## src/rtl/atto_cfg_pkg.sv

```systemverilog
// rtl/atto_cfg_pkg.sv - shared states and constants for the config-chain loader
package atto_cfg_pkg;

  localparam int CHAIN_BITS_DEFAULT = 128;
  localparam logic [7:0] CRC_POLY = 8'h07;

  typedef enum logic [2:0] {
    IDLE,
    WAIT_BYTE,
    SHIFT,
    WAIT_CRC,
    LATCH,
    DONE,
    ERR
  } state_t;

endpackage

```

## src/rtl/atto_crc8.sv

```systemverilog
// rtl/atto_crc8.sv - byte-wide CRC-8 update (MSB-first, non-reflected)
module atto_crc8
  import atto_cfg_pkg::*;
(
  input  logic [7:0] crc_i,
  input  logic [7:0] data_i,
  output logic [7:0] crc_o
);

  // Fold the byte into the remainder, then run eight polynomial steps
  always_comb begin
    logic [7:0] c;
    c = crc_i ^ data_i;
    for (int i = 0; i < 8; i++) begin
      if (c[7]) begin
        c = {c[6:0], 1'b0} ^ CRC_POLY;
      end else begin
        c = {c[6:0], 1'b0};
      end
    end
    crc_o = c;
  end

endmodule

```

## src/rtl/atto_cfg_loader.sv

```systemverilog
// rtl/atto_cfg_loader.sv - bytestream to serial config-chain loader; ATTO_CFG_CRC_EN adds a trailing CRC-8 check
module atto_cfg_loader
  import atto_cfg_pkg::*;
#(
  parameter int CHAIN_BITS = CHAIN_BITS_DEFAULT
) (
  input  logic       clk,
  input  logic       rst,
  input  logic       start,
  input  logic [7:0] in_data,
  input  logic       in_valid,
  output logic       in_ready,
  output logic       cfg_shift,
  output logic       cfg_bit,
  output logic       cfg_latch,
  output logic       busy,
  output logic       done,
  output logic       err
);

  localparam int NBYTES = CHAIN_BITS / 8;
  localparam int CNT_W  = $clog2(NBYTES) + 1;
  localparam logic [CNT_W-1:0] LAST_BYTE = CNT_W'(NBYTES);

  state_t           state_q, state_d;
  logic [7:0]       sr_q, sr_d;
  logic [2:0]       bit_q, bit_d;
  logic [CNT_W-1:0] cnt_q, cnt_d;
  logic             accept;

  assign accept = in_valid & in_ready;

`ifdef ATTO_CFG_CRC_EN
  logic [7:0] crc_q, crc_d, crc_next;

  atto_crc8 u_crc8 (
    .crc_i  (crc_q),
    .data_i (in_data),
    .crc_o  (crc_next)
  );

  // Running CRC over the data bytes of the current load
  always_ff @(posedge clk) begin
    if (rst) begin
      crc_q <= '0;
    end else begin
      crc_q <= crc_d;
    end
  end
`endif

  // State, shift register and counters; rst abandons any partial load
  always_ff @(posedge clk) begin
    if (rst) begin
      state_q <= IDLE;
      sr_q    <= '0;
      bit_q   <= '0;
      cnt_q   <= '0;
    end else begin
      state_q <= state_d;
      sr_q    <= sr_d;
      bit_q   <= bit_d;
      cnt_q   <= cnt_d;
    end
  end

  // Next-state and Moore outputs; a byte shifts out LSB first over 8 cycles
  always_comb begin
    state_d   = state_q;
    sr_d      = sr_q;
    bit_d     = bit_q;
    cnt_d     = cnt_q;
    in_ready  = 1'b0;
    cfg_shift = 1'b0;
    cfg_bit   = 1'b0;
    cfg_latch = 1'b0;
    busy      = 1'b0;
    done      = 1'b0;
    err       = 1'b0;
`ifdef ATTO_CFG_CRC_EN
    crc_d     = crc_q;
`endif
    unique case (state_q)
      IDLE, DONE, ERR: begin
        done = (state_q == DONE);
`ifdef ATTO_CFG_CRC_EN
        err  = (state_q == ERR);
`endif
        if (start) begin
          state_d = WAIT_BYTE;
          cnt_d   = '0;
`ifdef ATTO_CFG_CRC_EN
          crc_d   = '0;
`endif
        end
      end
      WAIT_BYTE: begin
        busy     = 1'b1;
        in_ready = 1'b1;
        if (accept) begin
          sr_d    = in_data;
          bit_d   = '0;
          cnt_d   = cnt_q + 1'b1;
`ifdef ATTO_CFG_CRC_EN
          crc_d   = crc_next;
`endif
          state_d = SHIFT;
        end
      end
      SHIFT: begin
        busy      = 1'b1;
        cfg_shift = 1'b1;
        cfg_bit   = sr_q[0];
        sr_d      = {1'b0, sr_q[7:1]};
        bit_d     = bit_q + 3'd1;
        if (bit_q == 3'd7) begin
          if (cnt_q == LAST_BYTE) begin
`ifdef ATTO_CFG_CRC_EN
            state_d = WAIT_CRC;
`else
            state_d = LATCH;
`endif
          end else begin
            state_d = WAIT_BYTE;
          end
        end
      end
      WAIT_CRC: begin
`ifdef ATTO_CFG_CRC_EN
        busy     = 1'b1;
        in_ready = 1'b1;
        if (accept) begin
          state_d = (in_data == crc_q) ? LATCH : ERR;
        end
`else
        state_d = IDLE;
`endif
      end
      LATCH: begin
        busy      = 1'b1;
        cfg_latch = 1'b1;
        state_d   = DONE;
      end
      default: begin
        state_d = IDLE;
      end
    endcase
  end

endmodule
```

## config.mk

```make
export PLATFORM = sky130hd
export DESIGN_NAME = atto_cfg_loader
export DESIGN_NICKNAME = d
export VERILOG_FILES = /design/src/rtl/atto_cfg_pkg.sv /design/src/rtl/atto_crc8.sv /design/src/rtl/atto_cfg_loader.sv
export SDC_FILE = /design/constraint.sdc
export NUM_CORES = 1
export LEC_CHECK = 0
export CORE_ASPECT_RATIO = 0.7
export CORE_UTILIZATION = 45
export CTS_BUF_LIST = sky130_fd_sc_hd__clkbuf_4
export CTS_CLUSTER_DIAMETER = 80
export CTS_CLUSTER_SIZE = 24
export DETAILED_ROUTE_END_ITERATION = 8
export PLACE_DENSITY = 0.73
export SLEW_MARGIN = 5
export SYNTH_ARGS = -nofsm -noshare
export SYNTH_HDL_FRONTEND = slang
export SYNTH_HIERARCHICAL = 1
export SYNTH_SLANG_ARGS = --single-unit
export TNS_END_PERCENT = 1
```

## constraint.sdc

```tcl
create_clock -name clk -period 2.65 [get_ports clk]
set_input_delay 0.3975 -clock clk [delete_from_list [all_inputs] [get_ports clk]]
set_output_delay 0.3975 -clock clk [all_outputs]
set_load 0.005 [all_outputs]
```

== Word level (Yosys, flattened, before mapping) ==
Index checks and enable logic that the tools add are counted.

* Bits in registers: 19
* Bits of input ports: 12
* Output and inout port bits: 7
* Logic and storage cells: 43

* $add $sub $neg: 2
* Equal/unequal tests: 10
* Multiplexer cells: 18
* Bitwise operators: 1
* Reductions and logical operators: 8

{| class="wikitable"
|+ Operators with widths
! operator !! number
|-
| 8-bit case mux with 2 select lines || 1
|-
| 3-bit 2-to-1 mux || 5
|-
| 3-bit equality test (second input constant) || 4
|-
| 3-bit case mux with 4 select lines || 1
|-
| 5-bit 2-to-1 mux || 2
|-
| 5-bit case mux with 2 select lines || 1
|-
| 8-bit 2-to-1 mux || 1
|-
| 1-bit 2-to-1 mux || 6
|-
| 2-bit inequality test (second input constant) || 3
|-
| 3-bit case mux with 2 select lines || 1
|-
| 3-bit AND reduction || 2
|-
| 3-bit OR reduction || 2
|-
| 5-bit by 1-bit adder with 5-bit output (second input constant) || 1
|-
| 5-bit equality test (second input constant) || 1
|-
| 2-bit nonzero test || 2
|-
| 3-bit by 1-bit adder with 3-bit output (second input constant) || 1
|-
| 3-bit by 1-bit equality test with 1-bit output (second input constant) || 1
|-
| 3-bit by 2-bit equality test with 1-bit output (second input constant) || 1
|-
| 3-bit zero test || 1
|-
| 2-bit AND reduction || 1
|-
| 1-bit bitwise AND || 1
|}

== Longest topological paths before layout ==
* Depth after elaboration: 5
* Mapped depth: 6
* Gate-level depth less buffers: 6

== Worst setup path before layout ==
OpenSTA, ideal clock, no wires.

* Path kind: register to output
* Start point: reg state_q[1]
* End point: out cfg_bit
* Arrival time: 1.075 ns
* Required time: 2.253 ns
* Path slack: 1.178 ns
* Cell stages (with the launch flop): 5
* Buffers on the path: 1
* Cell sequence: dfxtp_1 -> or3b_1 -> buf_2 -> clkinv_2 -> and2_1

* Longest elaborated chain between the ends: 2

{| class="wikitable"
|+ Ends and longest elaborated chain
! element !! line !! text
|-
| start: declaration || atto_cfg_loader.sv:25 || <nowiki>state_t state_q, state_d;</nowiki>
|-
| start signal: assignment || atto_cfg_loader.sv:60 || <nowiki>state_q <= state_d;</nowiki>
|-
| 3-bit by 2-bit equality test with 1-bit output || atto_cfg_loader.sv:83 || <nowiki>unique case (state_q)</nowiki>
|-
| 1-bit 2-to-1 mux || atto_cfg_loader.sv:83 ||
|-
| end: declaration || atto_cfg_loader.sv:14 || <nowiki>output logic cfg_bit,</nowiki>
|}

Every way passes these cells.

== Worst setup path after layout ==
* Start point: reg state_q[0]
* End point: out cfg_bit

Same word-level chain as after synthesis.

==> reports/metrics.cfg <==
[yosys]
synthXorXnorAreaFrac = 0.00891
synthTopCellsByArea = dfxtp_1 (39%), nor2_1 (8.8%), nor3_1 (5.6%)
synthSimpleGateAreaFrac = 0.277
async_reset_ff_frac = 0
synthFlopType = dfxtp_1
synthCells = 121
ys_seq_area_frac = 0.387
synthDistinctLibCells = 36
synth_edf_count = 0
yosys_warnings = 6
syn_nets = 137
synth_top_area_frac = 0.387
synth-adder-area-share = 0.0509
synth_area_um2 = 983
synth_compound_area_frac = 0.207
synth_top_family_by_area = simple AND/OR/NAND/NOR gates
synth_seq_cells = 19
yosysTopAreaCell = dfxtp_1
syn_area_per_cell_um2 = 8.13
synthMuxAreaShare = 0

[route]
drc = 0
avgRoutedWirePerCell_um = 13.0
viasPerCell = 5.83
drtIter0Drc = 42
first_pass_iters = 4
wirelength_um = 2040
detail-route-antenna-nets = 0
vias = 916

[cells_and_area]
drive_gt1_frac = 0.0741
fill_cells = 188
mostFrequentLayoutCells = nor2_1 (23), dfxtp_1 (18), clkdlybuf4s50_1 (17)
nets = 152
syn2layout_area_growth_pct = 19.6
design_area_mm2 = 0.00118
fin_util = 0.603
mostFrequentLayoutCell = nor2_1
instances_no_fill = 157
antennaDiodeCount = 0

[sta]
hold_slack_ns = 0.504
period_needed_ns = 2.47
worstMarginPinSlew_ns = 0.749
fmax_mhz = 405
rsz0062_at_grt = false
finalHoldViolations = 0
relSlewSlack = 0.499
period_share = 0.933
fin_ws_ns = 0.178
setup_violations = 0
tns_ns = 0
clock_skew_ns = 0.00109
slew_violations = 0

[critical_path]
arrival_ns = 2.07
cp.required_ns = 2.25
path_max_fanout = 14
crit_path_end_kind = output pin
worstSetupStartpointType = flip-flop
crit_type = flip-flop to output pin

[placed_design]
gp_congestion = 0.880
placed_cells = 153
io_buffers = 17
pre_cts_ws_ns = 0.409
dpl_cell_area_mm2 = 0.00114
dpl.hpwl_um = 1490

[worst_hold_path]
hp-class = flip-flop to flip-flop

[power_and_ir_drop]
leakage_nw = 0.462
powerDensity_mw_per_mm2 = 550
irDropWorstVdd_v = 0.000247
power_mw = 0.647

[cts]
ctsHtreeMaxLevel = 1
clk_path_buf_depth = 2
cts_tree = built
clock_latency_ns = 0.29
cts_hold_buf = 0
clock_sinks = 19
cts_buffers = 3
clkTransAtPathRegs_ns = 0.10
clockRootBuffer = clkbuf_4

[grt]
grt_pass1_wl_um = 3190
grt_overflow = 0
grt_max_degree = 21
grtUsageTotal = 0.184
grt_pass1_vias = 717
antenna_found_initial = 0

[job]
drv_cap = 0

[floorplanning]
die-area_mm2 = 0.00238
initial_core_util = 0.504
rows = 13
io_pins = 19
dieHeight_um = 41.1
die_x_um = 57.9
core_area_mm2 = 0.00195

[outcome]
outcome = finished, final reports clean

[power by group]
group	leakage [nW]	switching, mW	internal, mW
clock network	0.0184	0.0862	0.0688
logic	0.288	0.0797	0.0766
registers	0.155	0.0253	0.311
total	0.462	0.191	0.456
[sequential cells by signal (all words and copies together), names as in the netlist]
register,count
bit_q,3
cnt_q,5
sr_q,8
state_q,3
[synthesized netlist by cell type (2+ instances only)]
| cell type | number |
|---|---|
| clkbuf_1 | 3 |
| a21oi_1 | 8 |
| ha_1 | 4 |
| and3_1 | 2 |
| a22oi_1 | 4 |
| and2_1 | 2 |
| nor3_1 | 11 |
| dfxtp_1 | 19 |
| o21ai_0 | 4 |
| buf_4 | 3 |
| inv_1 | 4 |
| nor2_1 | 23 |
| buf_2 | 2 |
| a31oi_1 | 2 |
| or3b_1 | 2 |
| o22ai_1 | 7 |
| o21ai_1 | 2 |
[cells by family after synthesis]
group / Yosys count
AO/OA/AOI/OAI: 32
XOR/XNOR: 1
adder cells (fa/ha/maj): 4
buffers and inverters: 13
flip-flops: 19
other: 1
AND/OR/NAND/NOR: 51
[cell type report]
type	count	area (µm²)	area share
multi-input combinational	89	539	0.459
sequential	19	382	0.324
timing repair buffer	18	178	0.151
clock buffer	4	30.0	0.0255
tap	22	27.5	0.0234
inverter	5	20.0	0.0170
[critical path: stages, from the launching register on]
cell and delay (ns):
dfxtp_1 0.45, or3b_1 0.57, clkinv_2 0.14, and2_1 0.13
clkdlybuf4s50_1 0.49
[final timing paths]
check	cells after the start	from	end	slack, ns
worst max register to register	5	state_q[0]	bit_q[1]	0.94
worst min-delay path	2	sr_q[2]	sr_q[2]	0.50
worst min register to register	2	sr_q[2]	sr_q[2]	0.50
worst max-delay path	4	state_q[0]	cfg_bit	0.18
[what timing repair did]
| item | in CTS | in global routing |
|---|---|---|
| buffers inserted | 0 | 0 |
| resized for setup | 0 | 1 |
| setup endpoints to repair | 0 | 1 |
[metal layers]
| metal | GRT usage | vias up | routed length [µm] |
|---|---|---|---|
| met4 | 0.0357 | 0 | 13 |
| li1 | - | 459 | - |
| met5 | 0 | - | 0 |
| met3 | 0.0568 | 2 | 76 |
| met1 | 0.246 | 434 | 999 |
| met2 | 0.299 | 21 | 948 |
Power figures use the tool's default switching activity.
